===== src/rtl/control_sequencer_if.sv =====
// Control bus between the SAP-1.5 microsequencer and the datapath.
// The sequencer (master) consumes the IR opcode and flags and produces
// the one-cycle control strobes; the datapath (slave) does the opposite.
interface control_sequencer_if #(
    parameter int OPCODE_WIDTH = 4
);
    logic [OPCODE_WIDTH-1:0] opcode;
    logic                    flag_carry;
    logic                    flag_zero;

    logic                    pc_enable;
    logic                    pc_load;
    logic                    pc_oe;
    logic                    mar_load;
    logic                    ram_oe;
    logic                    ram_we;
    logic                    ir_load;
    logic                    ir_oe;
    logic                    a_load;
    logic                    a_oe;
    logic                    b_load;
    logic                    alu_oe;
    logic                    alu_sub;
    logic                    flags_load;
    logic                    out_load;
    logic                    halt;
    logic [2:0]              step;
    logic                    instr_done;

    modport master (
        input  opcode, flag_carry, flag_zero,
        output pc_enable, pc_load, pc_oe, mar_load, ram_oe, ram_we,
               ir_load, ir_oe, a_load, a_oe, b_load, alu_oe, alu_sub,
               flags_load, out_load, halt, step, instr_done
    );

    modport slave (
        output opcode, flag_carry, flag_zero,
        input  pc_enable, pc_load, pc_oe, mar_load, ram_oe, ram_we,
               ir_load, ir_oe, a_load, a_oe, b_load, alu_oe, alu_sub,
               flags_load, out_load, halt, step, instr_done
    );
endinterface


===== src/rtl/control_sequencer.sv =====
// SAP-1.5 microsequencer: walks fetch (T0-T1) and execute (T2-T4)
// microsteps and decodes step/opcode/flags into one-cycle control strobes.
// Strobes are a combinational decode of the registered step so that every
// microstep lasts exactly one clock; reset and halt gate them to zero.
module control_sequencer #(
    parameter int OPCODE_WIDTH    = 4,
    parameter bit SKIP_IDLE_STEPS = 1'b1
) (
    input  logic                 clk,
    input  logic                 reset,
    control_sequencer_if.master  bus
);

    typedef enum logic [2:0] {
        T0 = 3'd0,
        T1 = 3'd1,
        T2 = 3'd2,
        T3 = 3'd3,
        T4 = 3'd4
    } step_t;

    localparam logic [OPCODE_WIDTH-1:0] OP_LDA = OPCODE_WIDTH'('h1);
    localparam logic [OPCODE_WIDTH-1:0] OP_ADD = OPCODE_WIDTH'('h2);
    localparam logic [OPCODE_WIDTH-1:0] OP_SUB = OPCODE_WIDTH'('h3);
    localparam logic [OPCODE_WIDTH-1:0] OP_STA = OPCODE_WIDTH'('h4);
    localparam logic [OPCODE_WIDTH-1:0] OP_LDI = OPCODE_WIDTH'('h5);
    localparam logic [OPCODE_WIDTH-1:0] OP_JMP = OPCODE_WIDTH'('h6);
    localparam logic [OPCODE_WIDTH-1:0] OP_JC  = OPCODE_WIDTH'('h7);
    localparam logic [OPCODE_WIDTH-1:0] OP_JZ  = OPCODE_WIDTH'('h8);
    localparam logic [OPCODE_WIDTH-1:0] OP_OUT = OPCODE_WIDTH'('hE);
    localparam logic [OPCODE_WIDTH-1:0] OP_HLT = OPCODE_WIDTH'('hF);

    step_t step_q;
    step_t last_step;
    logic  halt_q;
    logic  is_last;
    logic  run;

    // Final active microstep of the instruction currently in the IR
    always_comb begin
        last_step = T2;
        case (bus.opcode)
            OP_LDA, OP_STA: last_step = T3;
            OP_ADD, OP_SUB: last_step = T4;
            default:        last_step = T2;
        endcase
    end

    // Without step skipping every instruction occupies T0..T4 and ends in T4
    assign is_last = SKIP_IDLE_STEPS ? (step_q == last_step) : (step_q == T4);
    assign run     = !reset && !halt_q;

    assign bus.step       = step_q;
    assign bus.halt       = halt_q && !reset;
    assign bus.instr_done = run && is_last;

    // Microcode decode: fetch is common, execute depends on opcode and flags
    always_comb begin
        bus.pc_enable  = 1'b0;
        bus.pc_load    = 1'b0;
        bus.pc_oe      = 1'b0;
        bus.mar_load   = 1'b0;
        bus.ram_oe     = 1'b0;
        bus.ram_we     = 1'b0;
        bus.ir_load    = 1'b0;
        bus.ir_oe      = 1'b0;
        bus.a_load     = 1'b0;
        bus.a_oe       = 1'b0;
        bus.b_load     = 1'b0;
        bus.alu_oe     = 1'b0;
        bus.alu_sub    = 1'b0;
        bus.flags_load = 1'b0;
        bus.out_load   = 1'b0;
        if (run) begin
            case (step_q)
                T0: begin
                    bus.pc_oe    = 1'b1;
                    bus.mar_load = 1'b1;
                end
                T1: begin
                    bus.ram_oe    = 1'b1;
                    bus.ir_load   = 1'b1;
                    bus.pc_enable = 1'b1;
                end
                default: begin
                    case (bus.opcode)
                        OP_LDA: begin
                            if (step_q == T2) begin
                                bus.ir_oe    = 1'b1;
                                bus.mar_load = 1'b1;
                            end else if (step_q == T3) begin
                                bus.ram_oe = 1'b1;
                                bus.a_load = 1'b1;
                            end
                        end
                        OP_ADD, OP_SUB: begin
                            if (step_q == T2) begin
                                bus.ir_oe    = 1'b1;
                                bus.mar_load = 1'b1;
                            end else if (step_q == T3) begin
                                bus.ram_oe = 1'b1;
                                bus.b_load = 1'b1;
                            end else if (step_q == T4) begin
                                bus.alu_oe     = 1'b1;
                                bus.a_load     = 1'b1;
                                bus.flags_load = 1'b1;
                                bus.alu_sub    = (bus.opcode == OP_SUB);
                            end
                        end
                        OP_STA: begin
                            if (step_q == T2) begin
                                bus.ir_oe    = 1'b1;
                                bus.mar_load = 1'b1;
                            end else if (step_q == T3) begin
                                bus.a_oe   = 1'b1;
                                bus.ram_we = 1'b1;
                            end
                        end
                        OP_LDI: begin
                            if (step_q == T2) begin
                                bus.ir_oe  = 1'b1;
                                bus.a_load = 1'b1;
                            end
                        end
                        OP_JMP: begin
                            if (step_q == T2) begin
                                bus.ir_oe   = 1'b1;
                                bus.pc_load = 1'b1;
                            end
                        end
                        OP_JC: begin
                            if (step_q == T2 && bus.flag_carry) begin
                                bus.ir_oe   = 1'b1;
                                bus.pc_load = 1'b1;
                            end
                        end
                        OP_JZ: begin
                            if (step_q == T2 && bus.flag_zero) begin
                                bus.ir_oe   = 1'b1;
                                bus.pc_load = 1'b1;
                            end
                        end
                        OP_OUT: begin
                            if (step_q == T2) begin
                                bus.a_oe     = 1'b1;
                                bus.out_load = 1'b1;
                            end
                        end
                        default: begin
                        end
                    endcase
                end
            endcase
        end
    end

    // Step counter and sticky halt; HLT freezes the sequencer at T0 until reset
    always_ff @(posedge clk) begin
        if (reset) begin
            step_q <= T0;
            halt_q <= 1'b0;
        end else if (halt_q) begin
            step_q <= T0;
        end else if (bus.opcode == OP_HLT && step_q == T2) begin
            halt_q <= 1'b1;
            step_q <= T0;
        end else if (is_last) begin
            step_q <= T0;
        end else begin
            step_q <= step_t'(3'(step_q + 3'd1));
        end
    end

endmodule

===== src/flat_wrapper.sv =====
// flat-port wrapper written by rule: the top's interface ports become plain ports
module control_sequencer_flat 
#(
    parameter int OPCODE_WIDTH    = 4,
    parameter bit SKIP_IDLE_STEPS = 1'b1
)
  (clk, reset, bus_opcode, bus_flag_carry, bus_flag_zero, bus_pc_enable, bus_pc_load, bus_pc_oe, bus_mar_load, bus_ram_oe, bus_ram_we, bus_ir_load, bus_ir_oe, bus_a_load, bus_a_oe, bus_b_load, bus_alu_oe, bus_alu_sub, bus_flags_load, bus_out_load, bus_halt, bus_step, bus_instr_done);
  control_sequencer_if #(.OPCODE_WIDTH(OPCODE_WIDTH)) bus_i ();
  input  logic clk;
  input  logic reset;
  input wire logic [$bits(bus_i.opcode)-1:0] bus_opcode;
  input wire logic [$bits(bus_i.flag_carry)-1:0] bus_flag_carry;
  input wire logic [$bits(bus_i.flag_zero)-1:0] bus_flag_zero;
  output wire logic [$bits(bus_i.pc_enable)-1:0] bus_pc_enable;
  output wire logic [$bits(bus_i.pc_load)-1:0] bus_pc_load;
  output wire logic [$bits(bus_i.pc_oe)-1:0] bus_pc_oe;
  output wire logic [$bits(bus_i.mar_load)-1:0] bus_mar_load;
  output wire logic [$bits(bus_i.ram_oe)-1:0] bus_ram_oe;
  output wire logic [$bits(bus_i.ram_we)-1:0] bus_ram_we;
  output wire logic [$bits(bus_i.ir_load)-1:0] bus_ir_load;
  output wire logic [$bits(bus_i.ir_oe)-1:0] bus_ir_oe;
  output wire logic [$bits(bus_i.a_load)-1:0] bus_a_load;
  output wire logic [$bits(bus_i.a_oe)-1:0] bus_a_oe;
  output wire logic [$bits(bus_i.b_load)-1:0] bus_b_load;
  output wire logic [$bits(bus_i.alu_oe)-1:0] bus_alu_oe;
  output wire logic [$bits(bus_i.alu_sub)-1:0] bus_alu_sub;
  output wire logic [$bits(bus_i.flags_load)-1:0] bus_flags_load;
  output wire logic [$bits(bus_i.out_load)-1:0] bus_out_load;
  output wire logic [$bits(bus_i.halt)-1:0] bus_halt;
  output wire logic [$bits(bus_i.step)-1:0] bus_step;
  output wire logic [$bits(bus_i.instr_done)-1:0] bus_instr_done;
  assign bus_i.opcode = bus_opcode;
  assign bus_i.flag_carry = bus_flag_carry;
  assign bus_i.flag_zero = bus_flag_zero;
  assign bus_pc_enable = bus_i.pc_enable;
  assign bus_pc_load = bus_i.pc_load;
  assign bus_pc_oe = bus_i.pc_oe;
  assign bus_mar_load = bus_i.mar_load;
  assign bus_ram_oe = bus_i.ram_oe;
  assign bus_ram_we = bus_i.ram_we;
  assign bus_ir_load = bus_i.ir_load;
  assign bus_ir_oe = bus_i.ir_oe;
  assign bus_a_load = bus_i.a_load;
  assign bus_a_oe = bus_i.a_oe;
  assign bus_b_load = bus_i.b_load;
  assign bus_alu_oe = bus_i.alu_oe;
  assign bus_alu_sub = bus_i.alu_sub;
  assign bus_flags_load = bus_i.flags_load;
  assign bus_out_load = bus_i.out_load;
  assign bus_halt = bus_i.halt;
  assign bus_step = bus_i.step;
  assign bus_instr_done = bus_i.instr_done;
  control_sequencer #(.OPCODE_WIDTH(OPCODE_WIDTH), .SKIP_IDLE_STEPS(SKIP_IDLE_STEPS)) u_core (.clk(clk), .reset(reset), .bus(bus_i));
endmodule

===== config.mk =====
export PLATFORM = sky130hd
export DESIGN_NAME = control_sequencer_flat
export DESIGN_NICKNAME = d
export VERILOG_FILES = /design/src/rtl/control_sequencer_if.sv /design/src/rtl/control_sequencer.sv /design/src/flat_wrapper.sv
export SDC_FILE = /design/constraint.sdc
export NUM_CORES = 1
export LEC_CHECK = 0
export ABC_AREA = 1
export ABC_CLOCK_PERIOD_IN_PS = 3400
export CAP_MARGIN = 20
export CORE_MARGIN = 2
export CORE_UTILIZATION = 38
export DETAILED_ROUTE_END_ITERATION = 8
export PLACE_DENSITY_LB_ADDON = 0.25
export SYNTH_ARGS = -nofsm -noshare
export SYNTH_HDL_FRONTEND = slang
export SYNTH_SLANG_ARGS = --single-unit

===== constraint.sdc =====
create_clock -name clk -period 3.4 [get_ports clk]
set_clock_uncertainty 0.05 [all_clocks]
set_input_delay 0.68 -clock clk [delete_from_list [all_inputs] [get_ports clk]]
set_output_delay 0.68 -clock clk [all_outputs]
set_load 0.02 [all_outputs]

**After elaboration in Yosys (flattened, before gate mapping)**

Index checks and enable logic that the tools add are counted.

- Output and inout bits: 20
- Word-level logic and storage cells: 85
- Bits of input ports: 8
- Flip-flop bits (word level): 4

- Reductions and logical operators: 16
- Mux-type cells: 51
- Equality and inequality tests: 15
- Add/subtract/negate cells: 1

Operator list:

| cell | number |
|---|---|
| 2-to-1 mux 1 bit | 44 |
| == test 4 x 3 -> 1 bit (second input constant) | 4 |
| == test 4 bit (second input constant) | 3 |
| one-hot mux 1 bit (3 select lines) | 3 |
| == test 4 x 2 -> 1 bit (second input constant) | 2 |
| OR reduction 4 bit | 2 |
| == test 3 x 2 -> 1 bit (second input constant) | 2 |
| logical AND 1 bit | 6 |
| one-hot mux 1 bit (2 select lines) | 3 |
| one-hot mux 3 bit (2 select lines) | 1 |
| OR reduction 2 bit | 3 |
| OR reduction 6 bit | 1 |
| == test 4 x 1 -> 1 bit (second input constant) | 1 |
| adder 3 x 1 -> 3 bit (second input constant) | 1 |
| == test 3 x 1 -> 1 bit (second input constant) | 1 |
| == test 3 bit | 1 |
| == test 3 bit (second input constant) | 1 |
| zero test 3 bit | 1 |
| OR reduction 3 bit | 1 |
| zero test 1 bit | 2 |

**Depth between registers and ports, before layout**

Gate-level depths: netlist of run 1.

- Depth in word-level cells: 7
- Gate-level depth with buffers: 9
- Mapped depth without buffers: 9

**Worst setup path before layout of run 1**

No wires, ideal clock.

- Path type: input to output
- Start point: input reset
- End point: output bus_alu_sub
- Slack: 0.898 ns
- Buffers on the path: 0
- Data required time: 2.670 ns
- Arrival time: 1.772 ns
- Stages: 5
- Cell sequence: nor2_1 > inv_2 > nor2_4 > inv_1 > nor4_1

- Cells in the longest elaborated chain, start to end: 3

Ends and longest elaborated chain:

| element | line | RTL |
|---|---|---|
| start, declared | flat_wrapper.sv:10 | `input logic reset;` |
| zero test 1 bit | control_sequencer.sv:51 | `assign run = !reset && !halt_q;` |
| logical AND 1 bit | control_sequencer.sv:51 |  |
| 2-to-1 mux 1 bit | control_sequencer.sv:74 | `if (run) begin` |
| end, declared | flat_wrapper.sv:26 | `output wire logic [$bits(bus_i.alu_sub)-1:0] bus_alu_sub;` |

Every way passes these cells.

**Final worst setup path of run 1**

- Start point: input bus_opcode[0]
- End point: output bus_mar_load

- Cells in the longest elaborated chain, start to end: 5
- Elaborated cells on any way between the ends: 8
- Classes of those cells: 4 x eq/ne; 3 x mux; 1 x reduce/logical

Ends and longest elaborated chain:

| element | line | RTL |
|---|---|---|
| start, declared | flat_wrapper.sv:11 | `input wire logic [$bits(bus_i.opcode)-1:0] bus_opcode;` |
| == test 4 x 1 -> 1 bit, or another cell as far along | control_sequencer.sv:86 | `case (bus.opcode)` |
| OR reduction 4 bit (no line) * | -- |  |
| 2-to-1 mux 1 bit * | -- |  |
| one-hot mux 1 bit (2 select lines) * | control_sequencer.sv:75 | `case (step_q)` |
| 2-to-1 mux 1 bit * | control_sequencer.sv:74 |  |
| end, declared | flat_wrapper.sv:17 | `output wire logic [$bits(bus_i.mar_load)-1:0] bus_mar_load;` |

Mark *: on every way between the ends. The rest lies on a longest branch, timed or not.

==> flow_metrics.py, run 1 <==
metrics = {
    "placement": {
        "dpl.hpwl_um": 1310,
        "pre_cts_slack_ps": 71.1,
        "placed_area_sq_um": 851,
        "gp_congestion": 0.887,
        "place_inst": 138,
        "port_buffers": 27,
    },
    "synth": {
        "async_flop_share": 0,
        "synth-seq-cells": 4,
        "yosys_warnings": 0,
        "syn_area_per_cell_sq_um": 5.93,
        "synthFlopType": "dfxtp_1",
        "ys_top_cells_by_count": "nor2_1, nand2_1, inv_1, nand3_1",
        "synthesis.area_sq_um": 576,
        "seq_area_frac_synth": 0.139,
        "syn_inst": 97,
        "synthTopCellsByArea": "dfxtp_1, nor2_1, nand2_1",
        "synth_edf_count": 0,
        "synth_cell_types": 22,
        "yosysTopAreaCell": "dfxtp_1",
        "synth_most_common_cell": "nor2_1",
        "yosys.area.top_type_share": 0.139,
        "synth_nets": 110,
    },
    "power_and_ir_drop": {
        "p_leak_nw": 0.452,
        "power_uw": 284,
        "p_clk_frac": 0.208,
        "p_int_uw": 160,
        "swShare": 0.435,
        "p_comb_frac": 0.569,
        "peakVddDrop_v": 0.000263,
        "p_seq_frac": 0.222,
        "p_sw_uw": 123,
        "p_per_area_nw_per_um2": 321,
    },
    "finish": {
        "nFillCells": 155,
        "antenna_cells": 0,
        "multiInputGateArea_sq_um": 408,
        "drive_above_1_share": 0.168,
        "final_cell_area_sq_um": 883,
        "fin_nets": 140,
        "seq_area_sq_um": 80.1,
        "area_delta_synth_final_pct": 53.5,
        "post-route-util": 0.608,
        "stdcell_count": 141,
    },
    "grt": {
        "grt_pass1_vias": 614,
        "grt_pass1_wl_um": 2420,
        "grt_max_degree": 7,
        "grtUsageTotal": 0.171,
        "grt.overflow.total": 0,
        "antenna_found_initial": 0,
    },
    "timing": {
        "hold_violations": 0,
        "slew_violations": 0,
        "hold_ws_ps": 445,
        "tightest_slew_ps": 320,
        "setup_tns_ps": 0,
        "fin_ws_ps": 121,
        "setup_violations": 0,
        "rsz0062_at_grt": "no",
        "post-route-period-util": 0.964,
        "slew_headroom": 0.786,
        "max_freq_mhz": 305,
        "period_needed_ps": 3280,
    },
    "floorplan": {
        "die_height_um": 42.9,
        "die_w_um": 42.9,
        "die-area_sq_um": 1840,
        "core_area_sq_um": 1450,
        "boundaryPins": 28,
        "core.rowCount": 14,
        "initial_core_util": 0.396,
    },
    "cts": {
        "cts.sinks": 4,
        "cts_setup_buffers": 0,
        "clk_latency_ps": 240,
        "cts-root-buf": "clkbuf_4",
        "clock_path_buffers": 2,
        "holdBufCountCts": 0,
        "cts_resized": 0,
        "cts_tree": "done",
        "htree_levels": 1,
        "numCtsBuffers": 3,
        "clkTransAtPathRegs_ps": 40,
    },
    "worst_setup_path": {
        "crit_chain": "clkdlybuf4s50_1, inv_1, nor2_1, nand2_1, nand2_1, o21ai_0, a22oi_1, clkdlybuf4s50_1",
        "crit_path_start_kind": "input pin",
        "cp_slowest_cell": "clkdlybuf4s50_1",
        "r2r-start": "u_core.bus.step[1]",
        "rrSetupSlack_ps": 1910,
        "crit_path_start": "bus_opcode[0]",
        "r2r-end": "u_core.bus.step[0]",
        "worst_setup_path_end_kind": "primary output",
        "worstSetupPathType": "input pin to primary output",
        "cp_max_fo": 3,
        "cp_num_buf_inv": 3,
        "cpPeakStageDelay_ps": 630,
        "crit_required_ps": 2670,
        "worstPathArrival_ps": 2550,
        "ff2ff_path_depth": 8,
        "crit_family": "buffers and inverters",
    },
    "drt": {
        "wl_per_cell_um": 11.0,
        "first_pass_iters": 4,
        "drc_errors": 0,
        "wirelength_um": 1550,
        "via_count": 684,
        "viasPerCell": 4.85,
        "drt.antenna.violating_nets": 0,
        "first_iter_violations": 18,
    },
    "min_path": {
        "min_to": "u_core.halt_q",
        "hold_path_depth": 2,
        "hold_path_class": "flop to flop",
        "hold_start": "u_core.halt_q",
    },
    "status": {
        "status": "finished clean",
    },
    "flow_run": {
        "drv_cap": 0,
    },
}
-- power by group through the flow --
stage	combinational (mW)	sequential [mW]	clock [mW]
finish	0.161	0.0630	0.0591
global route	0.176	0.0647	0.0621
CTS	0.163	0.0634	0.0625
detailed placement	0.162	0.0641	0
global placement	0.160	0.0640	0
floorplan	0.0940	0.0687	0
-- placed cells by master, fill, tap and decap left out, types with 2 or more instances in the layout --
cell and count:
nor3_1 2, nand2_1 17, nand4_1 2, inv_2 5, inv_1 15, ha_1 5, nor2_4 4, clkdlybuf4s50_1 24
dfxtp_1 4, dlymetal6s2s_1 3, nor2_1 19, nand3_2 2, nand3_1 6, nand2_2 4, nor2_2 2, clkbuf_4 3
-- flip-flops by register name (all words and copies together) (netlist names) --
signal           cells
u_core.bus.step      3
u_core.halt_q        1
-- per-layer routing --
layer	wire, um	up-vias	GRT usage
li1	-	359	-
met1	632	306	0.195
met2	834	15	0.318
met3	42	4	0
met4	38	0	0.0938
met5	0	-	0
-- worst max path at each step --
stage,endpoint,cells past startpoint,slack [ps]
final,bus_mar_load,8,120
after global routing,bus_mar_load,8,30
after CTS,bus_alu_sub,7,50
after detailed placement,bus_alu_sub,7,70
after global placement,bus_alu_sub,7,120
after floorplan,bus_alu_sub,5,900
-- logic make-up (layout without fill, tap and decap cells) --
logic type,count (synthesis),in the layout,share of synthesized area
buffers and inverters,22,50,0.157
adder cells (fa/ha/maj),5,5,0.109
AND/OR/NAND/NOR,61,61,0.539
flip-flops,4,4,0.139
AO/OA/AOI/OAI,5,5,0.0565
-- worst register-to-register path: cells and delay by family, from the launching register on --
| kind | cells | cell delay [ps] |
|---|---|---|
| fa+ha+maj | 1 | 210 |
| buf+inv | 1 | 130 |
| flops | 1 | 440 |
| simple gates | 6 | 550 |
-- area by class of cell --
class | count | area share
inverter | 20 | 0.0850
tap | 16 | 0.0227
multi-input combinational | 71 | 0.462
timing repair buffer | 27 | 0.314
sequential | 4 | 0.0907
clock buffer | 3 | 0.0255
Power figures use the tool's default switching activity.
==> run 2, diff against run 1 <==
--- a/config.mk
+++ b/config.mk
@@ -6,12 +6,13 @@
 export NUM_CORES = 1
 export LEC_CHECK = 0
 export ABC_AREA = 1
-export ABC_CLOCK_PERIOD_IN_PS = 3400
+export ABC_CLOCK_PERIOD_IN_PS = 3010
 export CAP_MARGIN = 20
 export CORE_MARGIN = 2
-export CORE_UTILIZATION = 38
+export CORE_UTILIZATION = 35
 export DETAILED_ROUTE_END_ITERATION = 8
-export PLACE_DENSITY_LB_ADDON = 0.25
+export PLACE_DENSITY = 0.8
+export SLEW_MARGIN = 30
 export SYNTH_ARGS = -nofsm -noshare
 export SYNTH_HDL_FRONTEND = slang
 export SYNTH_SLANG_ARGS = --single-unit
==> constraint.sdc (replaced) <==
create_clock -name clk -period 3.01 [get_ports clk]
set_clock_uncertainty 0.05 [all_clocks]
set_input_delay 0.602 -clock clk [delete_from_list [all_inputs] [get_ports clk]]
set_output_delay 0.602 -clock clk [all_outputs]
set_load 0.02 [all_outputs]
==> flow_metrics.py, run 2 (synthesis gave the netlist of run 1 again) <==
metrics = {
    "timing": {
        "setup_violations": 0,
        "slew_headroom": 0.829,
        "post-route-period-util": 0.969,
        "slew_violations": 0,
        "fin_ws_ps": 91.8,
        "rsz0062_at_grt": "no",
        "setup_tns_ps": 0,
        "tightest_slew_ps": 254,
        "hold_violations": 0,
        "period_needed_ps": 2920,
        "max_freq_mhz": 343,
    },
    "finish": {
        "fin_nets": 147,
        "largest_register_ffs": 3,
        "antenna_cells": 0,
        "nFillCells": 154,
        "layout_common_cells": "nor2_1, nand2_1, clkdlybuf4s50_1",
        "seq_area_sq_um": 80.1,
        "final_common_cell": "nor2_1",
        "area_delta_synth_final_pct": 60.9,
        "multiInputGateArea_sq_um": 408,
        "drive_above_1_share": 0.212,
    },
    "floorplan": {
        "core_area_sq_um": 1520,
        "die_w_um": 44.6,
        "core.rowCount": 14,
        "die-area_sq_um": 1980,
        "initial_core_util": 0.378,
        "boundaryPins": 28,
        "die_height_um": 44.6,
    },
    "grt": {
        "grt_max_degree": 7,
        "grt.overflow.total": 0,
        "grtUsageTotal": 0.173,
        "grt_pass1_wl_um": 2620,
        "antenna_found_initial": 0,
        "grt_pass1_vias": 674,
    },
    "drt": {
        "wirelength_um": 1580,
        "first_iter_violations": 15,
        "drt.antenna.violating_nets": 0,
        "via_count": 708,
        "drc_errors": 0,
        "first_pass_iters": 4,
        "viasPerCell": 4.78,
        "wl_per_cell_um": 10.6,
    },
    "cts": {
        "clkTransAtPathRegs_ps": 40,
        "holdBufCountCts": 0,
        "cts_tree": "done",
        "cts.sinks": 4,
        "cts-root-buf": "clkbuf_4",
        "clock_path_buffers": 2,
        "htree_levels": 1,
        "numCtsBuffers": 3,
        "clk_latency_ps": 230,
        "cts_setup_buffers": 0,
    },
    "worst_setup_path": {
        "worstPathArrival_ps": 2270,
        "rrSetupSlack_ps": 1530,
        "r2r-end": "u_core.bus.step[0]",
        "crit_required_ps": 2360,
        "ff2ff_path_depth": 8,
        "crit_path_start": "bus_opcode[3]",
        "worst_setup_path_end_kind": "primary output",
        "crit_path_start_kind": "input pin",
        "cp_max_fo": 3,
        "endpoint": "bus_out_load",
        "r2r-start": "u_core.bus.step[1]",
        "worstSetupPathType": "input pin to primary output",
    },
    "placement": {
        "dpl.hpwl_um": 1370,
        "pre_cts_slack_ps": -187,
        "gp_congestion": 0.877,
        "port_buffers": 27,
    },
    "status": {
        "status": "finished clean",
    },
    "power_and_ir_drop": {
        "peakVddDrop_v": 0.000321,
        "p_leak_nw": 0.523,
        "power_uw": 321,
        "p_per_area_nw_per_um2": 346,
    },
    "min_path": {
        "hold_path_class": "flop to flop",
    },
    "flow_run": {
        "drv_cap": 0,
    },
}
run 2: worst max-delay path, stage by stage:
cell and delay [ps]:
clkdlybuf4s50_1 590, buf_4 170, nand3_2 90, nor3_2 170
clkdlybuf4s50_1 640
run 2: per-layer routing:
| metal | GRT usage | up-vias | part of all wire |
|---|---|---|---|
| met5 | 0 | - | 0 |
| met4 | 0.0364 | 0 | 0 |
| met3 | 0.0367 | 0 | 0.050 |
| met2 | 0.301 | 24 | 0.52 |
| met1 | 0.215 | 314 | 0.43 |
| li1 | - | 370 | - |
run 2: worst min-delay path by stage:
stage / start / to / cells after the start
2_1_floorplan: u_core.halt_q / u_core.halt_q / 2
5_1_grt: u_core.halt_q / u_core.halt_q / 2
6_report: u_core.halt_q / u_core.halt_q / 2
3_3_place_gp: u_core.bus.step[0] / u_core.bus.step[0] / 1
3_5_place_dp: u_core.bus.step[0] / u_core.bus.step[0] / 1
4_1_cts: u_core.halt_q / u_core.halt_q / 2
run 2: through the flow:
step,cells,hold WS [ps],utilization,area [sq um]
global route,148,476,0.608,926
CTS,148,453,0.603,918
floorplan,97,414,-,576
finish,148,450,0.608,926
global placement,145,434,0.593,903
detailed placement,145,443,0.593,903
run 2: final cells by class:
| cell class | count | area share |
|---|---|---|
| inverters | 20 | 0.0811 |
| well taps | 16 | 0.0216 |
| flip-flops and latches | 4 | 0.0865 |
| repair buffers | 34 | 0.346 |
| multi-input cells | 71 | 0.441 |
| clock buffers | 3 | 0.0243 |
run 2: report_power, final:
part / internal, mW / leakage [nW] / switching (mW) / total [mW]
Clock: 0.0445 / 0.0138 / 0.0205 / 0.0650
Combinational: 0.0778 / 0.477 / 0.106 / 0.184
Sequential: 0.0600 / 0.0328 / 0.0115 / 0.0715
run 2: what timing repair did:
item / 4_1_cts / 5_1_grt
gates cloned: 0 / 0
setup endpoints to repair: 9 / 2
resized for setup: 9 / 3
==> run 3, diff against run 2 <==
--- a/config.mk
+++ b/config.mk
@@ -12,7 +12,9 @@
 export CORE_UTILIZATION = 35
 export DETAILED_ROUTE_END_ITERATION = 8
 export PLACE_DENSITY = 0.8
+export RECOVER_POWER = 100
 export SLEW_MARGIN = 30
 export SYNTH_ARGS = -nofsm -noshare
 export SYNTH_HDL_FRONTEND = slang
 export SYNTH_SLANG_ARGS = --single-unit
+export TNS_END_PERCENT = 100
==> flow_metrics.py, run 3 (synthesis gave the netlist of run 1 again) <==
metrics = {
    "status": {
        "status": "finished clean",
    },
    "placement": {
        "place_inst": 145,
        "dpl.hpwl_um": 1370,
        "port_buffers": 27,
        "gp_congestion": 0.877,
    },
    "floorplan": {
        "boundaryPins": 28,
        "die_w_um": 44.6,
        "core_area_sq_um": 1520,
        "core.rowCount": 14,
        "die_height_um": 44.6,
        "die-area_sq_um": 1980,
        "initial_core_util": 0.378,
    },
    "finish": {
        "area_delta_synth_final_pct": 57.8,
        "drive_above_1_share": 0.212,
        "antenna_cells": 0,
        "layout_common_cells": "nor2_1, nand2_1, inv_1",
        "largest_register_ffs": 3,
        "nFillCells": 157,
        "fin_nets": 147,
        "stdcell_count": 148,
        "seq_area_sq_um": 80.1,
        "final_common_cell": "nor2_1",
        "multiInputGateArea_sq_um": 408,
    },
    "drt": {
        "met1_length_um": 657,
        "first_iter_violations": 21,
        "wl_per_cell_um": 10.6,
        "wirelength_um": 1570,
        "wl_met2_um": 819,
        "drt.antenna.violating_nets": 0,
        "wl_met3_um": 89,
        "viasPerCell": 4.76,
        "drc_errors": 0,
        "highest_layer": "met3",
        "first_pass_iters": 4,
        "via_count": 704,
    },
    "cts": {
        "clk_latency_ps": 230,
        "holdBufCountCts": 0,
        "clkTransAtPathRegs_ps": 40,
        "clock_path_buffers": 2,
        "cts_setup_buffers": 0,
        "cts.sinks": 4,
        "numCtsBuffers": 3,
        "cts-root-buf": "clkbuf_4",
        "cts_tree": "done",
        "htree_levels": 1,
    },
    "worst_setup_path": {
        "crit_path_start_kind": "input pin",
        "worstPathArrival_ps": 2260,
        "worst_setup_path_end_kind": "primary output",
        "cp_slowest_cell": "clkdlybuf4s50_1",
        "crit_chain": "clkdlybuf4s50_1, buf_4, nand3_2, nor3_2, clkdlybuf4s50_1",
        "critPathMostFrequentCell": "clkdlybuf4s50_1",
        "worstSetupPathType": "input pin to primary output",
        "cp_max_fo": 3,
        "cpPeakStageDelay_ps": 630,
        "crit_required_ps": 2360,
    },
    "min_path": {
        "hold_path_class": "flop to flop",
    },
    "timing": {
        "slew_violations": 0,
        "max_freq_mhz": 343,
        "setup_tns_ps": 0,
        "setup_violations": 0,
        "tightest_slew_ps": 254,
        "period_needed_ps": 2920,
        "hold_violations": 0,
        "rsz0062_at_grt": "no",
        "post-route-period-util": 0.969,
        "slew_headroom": 0.829,
    },
    "grt": {
        "antenna_found_initial": 0,
        "grt.overflow.total": 0,
        "grt_pass1_vias": 674,
        "grtUsageTotal": 0.173,
        "grt_pass1_wl_um": 2620,
        "grt_max_degree": 7,
    },
    "power_and_ir_drop": {
        "peakVddDrop_v": 0.000315,
        "p_leak_nw": 0.503,
        "p_per_area_nw_per_um2": 347,
    },
    "flow_run": {
        "drv_cap": 0,
    },
}
==> run 3: changes by cell type in the layout (fill, tap and decap cells not counted) <==
| cell | change |
|---|---|
| clkbuf_1 | +2 |
| clkdlybuf4s50_1 | -8 |
| dlymetal6s2s_1 | -2 |
| dlygate4sd3_1 | +8 |
==> run 3: path summary, 6_finish.rpt <==
kind | startpoint | to | slack, ps | cells after the start
max | bus_opcode[3] | bus_out_load | 90 | 5
min | u_core.halt_q | u_core.halt_q | 450 | 2
max reg2reg | u_core.bus.step[0] | u_core.bus.step[0] | 1540 | 9
min reg2reg | u_core.halt_q | u_core.halt_q | 450 | 2
==> run 3: report_power, final <==
group,total [mW],internal (mW),leakage [nW],switching (mW)
combinational,0.179,0.0733,0.457,0.106
sequential,0.0711,0.0600,0.0328,0.0111
clock,0.0646,0.0445,0.0138,0.0201
==> run 3: metrics by stage <==
| stage | total power, mW | utilization | cell area, sq um | setup slack, ps | hold slack (ps) |
|---|---|---|---|---|---|
| 6_report | 0.315 | 0.596 | 908 | 94.8 | 450 |
| 5_1_grt | 0.342 | 0.596 | 908 | 6.94 | 476 |
| 4_1_cts | 0.325 | 0.603 | 918 | 15.8 | 453 |
| 3_5_place_dp | 0.264 | 0.593 | 903 | -187 | 443 |
| 3_3_place_gp | 0.261 | 0.593 | 903 | -156 | 434 |
| 2_1_floorplan | 0.184 | - | 576 | 660 | 414 |
==> run 3: layout make-up <==
| type | count | area share |
|---|---|---|
| clock buffer | 3 | 0.0248 |
| tap | 16 | 0.0220 |
| timing repair buffer | 34 | 0.333 |
| multi-input combinational | 71 | 0.449 |
| inverter | 20 | 0.0826 |
| sequential | 4 | 0.0882 |
==> run 3: repair_timing <==
| action | in CTS | in global routing |
|---|---|---|
| pin swaps | 0 | 0 |
| endpoints found under the setup margin | 9 | 2 |
| resized for setup | 9 | 3 |
==> run 3: metal layers <==
metal,GRT usage,up-vias
met5,0,-
met4,0.0364,0
met3,0.0367,0
met2,0.301,25
li1,-,370
met1,0.215,309
==> run 3: critical path, delay by kind of cell <==
kind | cells | cell delay [ps]
AND/OR/NAND/NOR | 2 | 260
buffers and inverters | 3 | 1390
